==> src/rtl/peak_dpu_if_align.sv <==
// Fetch-to-decode instruction aligner: buffers fetch words as halfwords and
// presents one complete 16- or 32-bit instruction per handshake with its PC.
module peak_dpu_if_align #(
    parameter int unsigned DEPTH_HW = 4,
    parameter logic [31:0] RESET_PC = 32'h0000_0000
) (
    input  logic        clk,
    input  logic        rst,
    input  logic        flush,
    input  logic [31:0] flush_pc,
    input  logic        fetch_vld,
    output logic        fetch_rdy,
    input  logic [31:0] fetch_data,
    output logic        instr_vld,
    input  logic        instr_rdy,
    output logic [31:0] instr_op,
    output logic        instr_is_compressed,
    output logic [31:0] instr_pc
);

    localparam int unsigned PTR_W = $clog2(DEPTH_HW);
    localparam int unsigned CNT_W = PTR_W + 1;

    logic [15:0]      mem [DEPTH_HW];
    logic [PTR_W-1:0] rd_ptr;
    logic [PTR_W-1:0] wr_ptr;
    logic [CNT_W-1:0] count;
    logic             skip;
    logic [31:0]      pc;

    logic [15:0] h0;
    logic [15:0] h1;
    logic        compressed;
    logic        push;
    logic        pop;
    logic [1:0]  push_n;
    logic [1:0]  pop_n;

    // Head halfwords; an empty buffer reads as zero so outputs are clean after reset.
    assign h0         = (count != '0) ? mem[rd_ptr] : 16'h0000;
    assign h1         = mem[rd_ptr + PTR_W'(1)];
    assign compressed = (h0[1:0] != 2'b11);

    assign instr_vld           = ((count >= CNT_W'(1)) && compressed) || (count >= CNT_W'(2));
    assign instr_op            = compressed ? {16'h0000, h0} : {h1, h0};
    assign instr_is_compressed = compressed & instr_vld;
    assign instr_pc            = pc;
    assign fetch_rdy           = (count <= CNT_W'(DEPTH_HW - 2));

    // A flush cycle swallows both handshakes.
    assign push   = fetch_vld & fetch_rdy & ~flush;
    assign pop    = instr_vld & instr_rdy & ~flush;
    assign push_n = push ? (skip ? 2'd1 : 2'd2) : 2'd0;
    assign pop_n  = pop ? (compressed ? 2'd1 : 2'd2) : 2'd0;

    // Halfword storage; after a misaligned redirect only the upper half is kept.
    always_ff @(posedge clk) begin
        if (push) begin
            if (skip) begin
                mem[wr_ptr] <= fetch_data[31:16];
            end else begin
                mem[wr_ptr]              <= fetch_data[15:0];
                mem[wr_ptr + PTR_W'(1)]  <= fetch_data[31:16];
            end
        end
    end

    always_ff @(posedge clk or posedge rst) begin
        if (rst) begin
            rd_ptr <= '0;
            wr_ptr <= '0;
            count  <= '0;
            skip   <= 1'b0;
            pc     <= RESET_PC;
        end else if (flush) begin
            rd_ptr <= '0;
            wr_ptr <= '0;
            count  <= '0;
            skip   <= flush_pc[1];
            pc     <= flush_pc & ~32'h0000_0001;
        end else begin
            rd_ptr <= rd_ptr + PTR_W'(pop_n);
            wr_ptr <= wr_ptr + PTR_W'(push_n);
            count  <= count + CNT_W'(push_n) - CNT_W'(pop_n);
            pc     <= pc + 32'({pop_n, 1'b0});
            if (push) begin
                skip <= 1'b0;
            end
        end
    end

endmodule

==> config.mk <==
export PLATFORM = sky130hd
export DESIGN_NAME = peak_dpu_if_align
export DESIGN_NICKNAME = d
export VERILOG_FILES = /design/src/rtl/peak_dpu_if_align.sv
export SDC_FILE = /design/constraint.sdc
export NUM_CORES = 1
export LEC_CHECK = 0
export CELL_PAD_IN_SITES_DETAIL_PLACEMENT = 1
export CELL_PAD_IN_SITES_GLOBAL_PLACEMENT = 2
export CORE_MARGIN = 4
export CORE_UTILIZATION = 25
export DETAILED_ROUTE_END_ITERATION = 16
export PLACE_DENSITY_LB_ADDON = 0.1
export RECOVER_POWER = 100
export SLEW_MARGIN = 20
export SYNTH_ARGS = -nofsm -noshare
export SYNTH_HDL_FRONTEND = slang
export SYNTH_SLANG_ARGS = --single-unit
==> constraint.sdc <==
create_clock -name clk -period 4.65 [get_ports clk]
set_clock_uncertainty 0.15 [all_clocks]
set_input_delay 0.6975 -clock clk [delete_from_list [all_inputs] [get_ports clk]]
set_output_delay 0.6975 -clock clk [all_outputs]
set_load 0.05 [all_outputs]
# --- Word-level counts from Yosys, hierarchy flattened ---
# Memory sizes are Yosys's and may differ from the RTL's.
# Index checks and enable logic that the tools add are counted.
totals:
  mem_count: 1
  output_inout_bits: 67
  register_bits: 40
  mem_bits_rw: 64
mem_list:
  columns: ["name", "words", "width", "rd", "rd_clocked_by_memory_dff", "write_ports", "line", "text"]
  rows:
  - ["mem", 4, 16, 2, 0, 2, "24", "logic [15:0] mem [DEPTH_HW];"]
op_classes:
  add_sub_neg: 7
  eq_ne: 1
  bitwise: 7
  magnitude_cmp: 3
  reduce_logical: 4
  muxes: 19
op_table:
  columns: ["op", "n"]
  rows:
  - ["32-bit 2-to-1 mux", 2]
  - ["32-bit by 3-bit adder with 32-bit output", 1]
  - ["16-bit 2-to-1 mux", 2]
  - ["2-bit 2-to-1 mux", 6]
  - ["1-bit 2-to-1 mux", 8]
  - ["1-bit AND", 5]
  - ["2-bit by 1-bit adder with 2-bit output (second input constant)", 2]
  - ["2-bit adder", 2]
  - ["3-bit by 2-bit adder with 3-bit output", 1]
  - ["3-bit by 1-bit >= comparator with 1-bit output (second input constant)", 1]
  - ["3-bit by 2-bit >= comparator with 1-bit output (second input constant)", 1]
  - ["3-bit by 2-bit <= comparator with 1-bit output (second input constant)", 1]
  - ["3-bit 2-to-1 mux", 1]
  - ["3-bit nonzero test", 1]
  - ["3-bit by 2-bit subtractor with 3-bit output", 1]
  - ["2-bit inequality test (second input constant)", 1]
  - ["2-bit nonzero test", 1]
  - ["1-bit logical AND", 1]
  - ["1-bit logical OR", 1]
  - ["1-bit NOT", 1]
  - ["1-bit bitwise OR", 1]

# --- Longest topological paths before layout ---
# Gate-level depths: netlist of the first run.
depth:
  ltp_word: 10
  depth_mapped: 13
  depth_no_buf: 11

# --- Least setup slack after synthesis of the first run ---
# OpenSTA, ideal clock, no wires.
synth_path:
  path_kind: "register to register"
  start: "register count[1]"
  end: "memory mem[3][0] (enable)"
  stages_incl_launch_ff: 4
  slack_ns: 0.675
  n_path_buf: 0
  period_less_slack_ns: 3.975
  setup_ns: 0.436
  arrival_time_ns: 3.389
  cell_sequence: "dfrtp_1 > a21oi_1 > nand2_1 > nor4b_1"
synth_lines:
  columns: ["item", "line", "text"]
  rows:
  - ["start, declared", "27", "logic [CNT_W-1:0] count;"]
  - ["start signal, assigned", "84", "count <= count + CNT_W'(push_n) - CNT_W'(pop_n);"]
  - ["end, declared", "24", null]

# --- Final worst setup path of the first run ---
layout_path:
  start: "register rd_ptr[1]"
  end: "output instr_op[18]"
layout_via:
  elab_chain_len: 4
  elab_cells_between_ends: 5
  classes_between: "add/sub (1); eq/ne (1); mux (2); memory (1)"
layout_rtl:
  columns: ["item", "line", "text"]
  rows:
  - ["start, declared", "25", "logic [PTR_W-1:0] rd_ptr;"]
  - ["start signal, assigned", "82", "rd_ptr <= rd_ptr + PTR_W'(pop_n);"]
  - ["memory 4 x 16 bit (*)", null, null]
  - ["16-bit 2-to-1 mux", "40", "assign h0 = (count != '0) ? mem[rd_ptr] : 16'h0000;"]
  - ["2-bit inequality test", "42", "assign compressed = (h0[1:0] != 2'b11);"]
  - ["32-bit 2-to-1 mux (*)", "45", "assign instr_op = compressed ? {16'h0000, h0} : {h1, h0};"]
  - ["end, declared", "16", "output logic [31:0] instr_op,"]
# Every way passes the cells marked *; elsewhere a longest branch is shown, timed or not.

==> results of run 1 <==
-- cells in the final DEF (no fill, tap or decap), types with 3 or more instances in the layout --
| cell type | instances |
|---|---|
| fa_1 | 3 |
| ha_1 | 6 |
| buf_4 | 5 |
| nand4_1 | 4 |
| mux2_1 | 29 |
| mux2_2 | 37 |
| dlygate4sd3_1 | 67 |
| or3_1 | 5 |
| xor2_1 | 4 |
| o21ai_0 | 14 |
| xnor2_1 | 11 |
| and2_0 | 3 |
| o31ai_1 | 15 |
| nor2_1 | 24 |
| inv_6 | 3 |
| nand3b_1 | 5 |
| clkbuf_1 | 9 |
| mux4_2 | 32 |
| clkdlybuf4s50_1 | 66 |
| nand3_1 | 14 |
| dfrtp_1 | 37 |
| or4_1 | 16 |
| nand2_1 | 31 |
| nor2b_1 | 37 |
| edfxtp_1 | 64 |
| a31oi_1 | 17 |
| clkbuf_16 | 9 |
| nor3_1 | 3 |
| inv_1 | 10 |
-- where the power goes --
group	leakage [uW]	switching, uW	total (uW)	internal, uW
Clock	0.000147	373	798	424
Combinational	0.00160	1020	1590	575
Sequential	0.00105	112	1190	1080
-- worst max-delay path by stage --
stage	from	endpoint	cells past startpoint
2_1_floorplan	count[1]$_DFF_PP0_	mem[3][0]$_DFFE_PP_	3
3_3_place_gp	rd_ptr[0]$_DFF_PP0_	instr_pc[27]$_DFF_PP0_	9
3_5_place_dp	instr_rdy	instr_pc[22]$_DFF_PP0_	8
4_1_cts	rd_ptr[0]$_DFF_PP0_	instr_pc[27]$_DFF_PP0_	9
5_1_grt	rd_ptr[0]$_DFF_PP0_	instr_pc[31]$_DFF_PP0_	9
6_report	rd_ptr[1]$_DFF_PP0_	instr_op[18]	4
-- flip-flops by register name, indices dropped and copies added, names as in the netlist --
name	count
skip	1
wr_ptr	2
rd_ptr	2
count	3
mem	64
instr_pc	31
-- area by class of cell --
cell class | count | area [sq um]
fill | 2616 | 15600
clock buffer | 9 | 225
inverter | 11 | 41.3
tap | 319 | 399
timing repair buffer | 149 | 1420
sequential | 103 | 2900
clock inverter | 7 | 77.6
multi-input combinational | 341 | 3010
-- worst max-delay path: stages, from the launching register on --
cell and delay (ns):
dfrtp_2 0.57, clkbuf_2 0.77, mux4_2 0.58, nor2b_1 0.16, dlygate4sd3_1 0.78
-- kinds of logic after synthesis --
kind of cell             share of synthesized area
buffers and inverters                       0.0308
other                                     0.000616
AO/OA/AOI/OAI                               0.0623
flip-flops                                   0.476
AND/OR/NAND/NOR                              0.146
adder cells (fa/ha/maj)                     0.0222
multiplexers                                 0.240
XOR/XNOR                                    0.0216
-- routing by layer --
| metal | up-vias | GRT usage |
|---|---|---|
| li1 | 2116 | - |
| met3 | 11 | 0.0266 |
| met2 | 106 | 0.247 |
| met4 | 2 | 0.0328 |
| met5 | - | 0 |
| met1 | 2334 | 0.182 |
-- per-stage QoR --
stage	instance area, sq um	total power [uW]	hold slack, ns	worst slack, ns	instances
floorplan	6090	2280	0.411	0.675	489
global placement	7820	2890	0.415	0.665	922
detailed placement	7830	2910	0.433	0.636	923
CTS	8130	3720	0.326	0.615	939
global route	8080	3770	0.468	0.299	939
finish	8080	3590	0.438	0.580	939
==> summary.md, run 1 <==
| Metric | Value |
|---|---|
| Fin. Hold Viols | 0 |
| ANT cells | 0 |
| Worst hold path type | reg2reg |
| PostCTS Resize Cnt | 0 |
| Via density per instance | 4.87 |
| EDFF count, synth | 64 |
| Pins Over Slew Limit | between 80 and 90 |
| Post-CTS setup buffer count | 0 |
| Area growth from synthesis to layout | 32.7% |
| Worst-path clk slew | approximately 0.070 ns |
| Max cap viols | 3 |
| Post-synth top area share | 0.316 |
| Hold Path Origin | instr_pc[31]$_DFF_PP0_ |
| GP Congestion | roughly 0.7 |
| Clk_lat worst skew | about 0.35 ns |
| Failing checks | max-capacitance violations, max-slew violations |
| Status | finished, violations left |
| Clock buffer count from CTS | 9 |
| Leading area contributor after synthesis | edfxtp_1 |
| Cts hold-fix bufs | 0 |
| Max frequency | 0.246 GHz |
| R2r setup slk | between 0.6 and 0.7 ns |
| Die Wd | between 150 and 200 microns |
| Routed Antenna Nets | 0 |
| Metal1 wirelength | 8200 microns |
| Row count | between 50 and 60 |
| Synth top area cells | edfxtp_1 32%, dfrtp_1 16%, mux4_2 12%, mux2_2 7.2%, mux2_1 5.0% |
| Iteration-0 DRC Markers | 269 |
| Hold Path End | instr_pc[31]$_DFF_PP0_ |
| Count leader, synth | edfxtp_1 |
| Critical path launch point type | flip-flop |
| Die H | 164 microns |
| HPWL Detailed | 13300 microns |
| Worst Max-Slew Pin Slew | ~2.3 ns |
| Seq cells post-synth | roughly 100 |
| Setup TNS | 0 ns |
| # port buffers | ~130 |
| NumNets Final | between 600 and 700 |
| Synth cell types | 48 |
| Layout cells sized above 1 | 0.160 |
| VDD IR max | about 0.21 mV |
| Clock Path Buffers | 2 |
| Vias | approximately 4600 |
| Grt ovf | 0 |
| Worst relative slew slack | -0.556 |
| CTS tree | yes |
| Final Critical Period | 4.07 ns |
| Initial antenna violation count | 1 |
| Syn avg cell area | around 12 sq um |
| Leak | around 0.0028 uW |
| Wire per inst | around 20 microns |
| Mapped Cells | around 500 |
| Kind of critical path | reg2out |
| Die area | ~0.027 sq mm |
| Clk sinks | around 100 |
| Met2 WL post-DR | 9540 microns |
| Yosys warning total | 0 |
| Synth Cell Area | just over 0.006 sq mm |
| Global-route wire length before repair | between 20000 and 30000 microns |
| R2R cell count | 9 |
| Critical path endpoint category | primary output |
| Largest net degree at the start of global routing | 39 |
| Post-Syn Nets | around 570 |
| Endpoints failing setup | 0 |
| Core Util, Final | 0.341 |
| # DRC | 0 |
| PD cells | approximately 440 mW/mm^2 |
| GRT Util Overall | 0.142 |
| Critical path peak fanout | 26 |
| Critical Path AT | about 3.2 ns |
| Vias in the first global route | approximately 5000 |
| Core region area | ~0.024 sq mm |
| Wire length on met3 | 821 microns |
| R2r endpoint | instr_pc[27]$_DFF_PP0_ |
| Ys flop type | edfxtp_1 |
| Worst r2r src | rd_ptr[0]$_DFF_PP0_ |
| Top Layer Used | met5 |
| Hold Crit Depth | 2 |
| Io pins | roughly 140 |
| TritonRoute pass-1 iters | 4 |
| Total wire length | roughly 19000 microns |
| RSZ-0062 raised after global routing | false |
| Req. time, crit path | 3.80 ns |
| Top cells by count, synth | 64 x edfxtp_1, 39 x dfrtp_1, 39 x mux2_2, 37 x nor2b_1, 32 x mux4_2 |
| H-tree levels | 3 |
| CTS Root Cell | clkbuf_16 |
| Sequential area share after synthesis | 0.476 |
| Post-synth ARST share | 0.379 |
| Initial Utilization | 0.257 |
| Fin crit share | 0.875 |
Note: power is estimated with default switching activity, not from simulation.
==> inputs of run 2 (changes only) <==
--- a/config.mk
+++ b/config.mk
@@ -5,11 +5,13 @@
 export SDC_FILE = /design/constraint.sdc
 export NUM_CORES = 1
 export LEC_CHECK = 0
+export CAP_MARGIN = 20
 export CELL_PAD_IN_SITES_DETAIL_PLACEMENT = 1
 export CELL_PAD_IN_SITES_GLOBAL_PLACEMENT = 2
 export CORE_MARGIN = 4
 export CORE_UTILIZATION = 25
 export DETAILED_ROUTE_END_ITERATION = 16
+export DONT_BUFFER_PORTS = 1
 export PLACE_DENSITY_LB_ADDON = 0.1
 export RECOVER_POWER = 100
 export SLEW_MARGIN = 20
==> summary.md, run 2 (same netlist as run 1, synthesis figures left out) <==
| Metric | Value |
|---|---|
| Status | finished, violations left |
| Failing checks | max-capacitance violations, max-slew violations |
| Die Wd | between 150 and 200 microns |
| Vias | between 4000 and 5000 |
| Multi-input gate area | a little over 0.003 sq mm |
| GRT Util Overall | 0.135 |
| Endpoints failing setup | 0 |
| ANT cells | 0 |
| Clk_lat worst skew | 0.36 ns |
| Commonest non-fill, non-tap cell in the layout | edfxtp_1 |
| Pins Over Slew Limit | 34 |
| M3 GR Usage | 0.0517 |
| Grt ovf | 0 |
| Max FFs per register | 64 |
| PostCTS Resize Cnt | 0 |
| Clk network pwr share | 0.240 |
| P_int | 1820 uW |
| Worst Max-Slew Pin Slew | 1.59 ns |
| Global-route wire length before repair | approximately 27000 microns |
| Final Critical Period | roughly 4 ns |
| Worst hold path type | in2async |
| Worst Path Buf+Inv | 1 |
| Post-CTS setup buffer count | 0 |
| Fin. Hold Viols | 0 |
| Sequential Power Share | 0.391 |
| Biggest register | mem |
| Setup TNS | 0 ns |
| Fin crit share | 0.885 |
| Row count | 56 |
| Worst-path clk slew | ~0.080 ns |
| Sw Share | 0.449 |
| Clk sinks | 103 |
| Clock buffer count from CTS | 9 |
| Kind of critical path | reg2reg |
| Max cap viols | 2 |
| Io pins | about 140 |
| Critical-path top delay cell | and2_0 |
| CTS Root Cell | clkbuf_16 |
| CTS tree | yes |
| Layout cells sized above 1 | 0.192 |
| Combinational power share | 0.369 |
| Critical path launch point type | flip-flop |
| Max incr delay on CP | 1.30 ns |
| Cts hold-fix bufs | 0 |
| Iteration-0 DRC Markers | 158 |
| Register area | 0.00290 sq mm |
| Die area | between 0.02 and 0.03 sq mm |
| Core region area | ~0.024 sq mm |
| Global-route met1 utilization | 0.156 |
| # DRC | 0 |
| Initial antenna violation count | 0 |
| GP Congestion | ~0.74 |
| Largest net degree at the start of global routing | between 40 and 50 |
| NumNets Final | between 500 and 600 |
| H-tree levels | 3 |
| Total wire length | approximately 18000 microns |
| Via density per instance | between 5 and 6 |
| Max frequency | ~0.24 GHz |
| Critical Path AT | 4.07 ns |
| Initial Utilization | 0.257 |
| Leak | approximately 0.0022 uW |
| VDD IR max | approximately 0.18 mV |
| Req. time, crit path | 4.61 ns |
| Switching power | 1480 uW |
| Family with the most delay on the worst path | simple AND/OR/NAND/NOR gates |
| Worst relative slew slack | -0.0581 |
| Clock Path Buffers | 2 |
| Cell Chain, Critical Path | a21oi_1 > clkbuf_1 > nor4bb_1 > and2_0 > mux2_1 |
| R2r setup slk | 0.53 ns |
| Fillers | 2625 |
| TritonRoute pass-1 iters | 4 |
| Most used routing layer | met2 |
| Routed Antenna Nets | 0 |
| Wire per inst | 22.1 microns |
| GR Util met2 | 0.235 |
| Critical path peak fanout | 16 |
| HPWL Detailed | between 10000 and 15000 microns |
| Most frequent cells in the layout | 64 x edfxtp_1, 38 x dfrtp_1, 37 x nor2b_1 |
| Area after DPL | ~0.0066 sq mm |
| Critical path endpoint category | flip-flop |
| Vias in the first global route | about 4400 |
| RSZ-0062 raised after global routing | false |
| PD cells | 485 mW/mm^2 |
| Die H | between 150 and 200 microns |
| # port buffers | 0 |
| Fin area | 0.00679 sq mm |
| Area growth from synthesis to layout | 11.6% |
-- run 2: cell types whose count changed in the layout (fill, tap and decap cells not counted), moves of 2 or more --
cell,change
dlygate4sd3_1,-67
inv_8,+2
clkdlybuf4s50_1,-66
clkbuf_1,+14
clkinv_8,+2
-- run 2: worst paths after layout --
kind                               startpoint                      to  depth (start not counted)
max                        count[1]$_DFF_PP0_     mem[2][6]$_DFFE_PP_                          5
min                                       rst   instr_pc[7]$_DFF_PP0_                          1
max reg2reg                count[1]$_DFF_PP0_     mem[2][6]$_DFFE_PP_                          5
min reg2reg                  skip$_DFFE_PP0P_        skip$_DFFE_PP0P_                          2
max in group asynchronous                 rst  instr_pc[16]$_DFF_PP0_                          2
min in group clk                        flush      count[0]$_DFF_PP0_                          1
-- run 2: power by group through the flow --
stage                     sequential, uW  clock, uW  combinational [uW]
after floorplan                     1250          0                1020
after global placement              1310          0                1280
after detailed placement            1310          0                1290
after CTS                           1290        827                1300
after global routing                1310        857                1320
final                               1290        792                1220
-- run 2: through the flow --
| stage | util | cells | total power [uW] | worst slack, ns | hold WS (ns) |
|---|---|---|---|---|---|
| 6_report | 0.287 | 819 | 3300 | 0.533 | 0.162 |
| 5_1_grt | 0.287 | 819 | 3490 | 0.298 | 0.219 |
| 4_1_cts | 0.291 | 819 | 3420 | 0.823 | 0.193 |
| 3_5_place_dp | 0.278 | 803 | 2600 | 0.834 | 0.518 |
| 3_3_place_gp | 0.278 | 803 | 2590 | 0.894 | 0.518 |
| 2_1_floorplan | - | 489 | 2280 | 0.675 | 0.411 |
-- run 2: area by class of cell --
class / instances / area share
clock inverters: 7 / 0.0120
flip-flops and latches: 103 / 0.427
clock buffers: 9 / 0.0331
repair buffers: 29 / 0.0190
well taps: 319 / 0.0587
inverters: 11 / 0.00608
multi-input cells: 341 / 0.444
-- run 2: routing by layer --
metal / share of wire / wire, microns / up-vias
met3: 0.082 / 1490 / 19
li1: - / - / 1876
met5: 0 / 0 / -
met4: 0.014 / 250 / 0
met1: 0.40 / 7230 / 2100
met2: 0.50 / 9130 / 117
-- run 2: worst reg2reg max path, stage by stage (launching register included) --
cell	delay (ns)
dfrtp_1	0.45
a21oi_1	0.15
clkbuf_1	0.58
nor4bb_1	0.83
and2_0	1.30
mux2_1	0.41
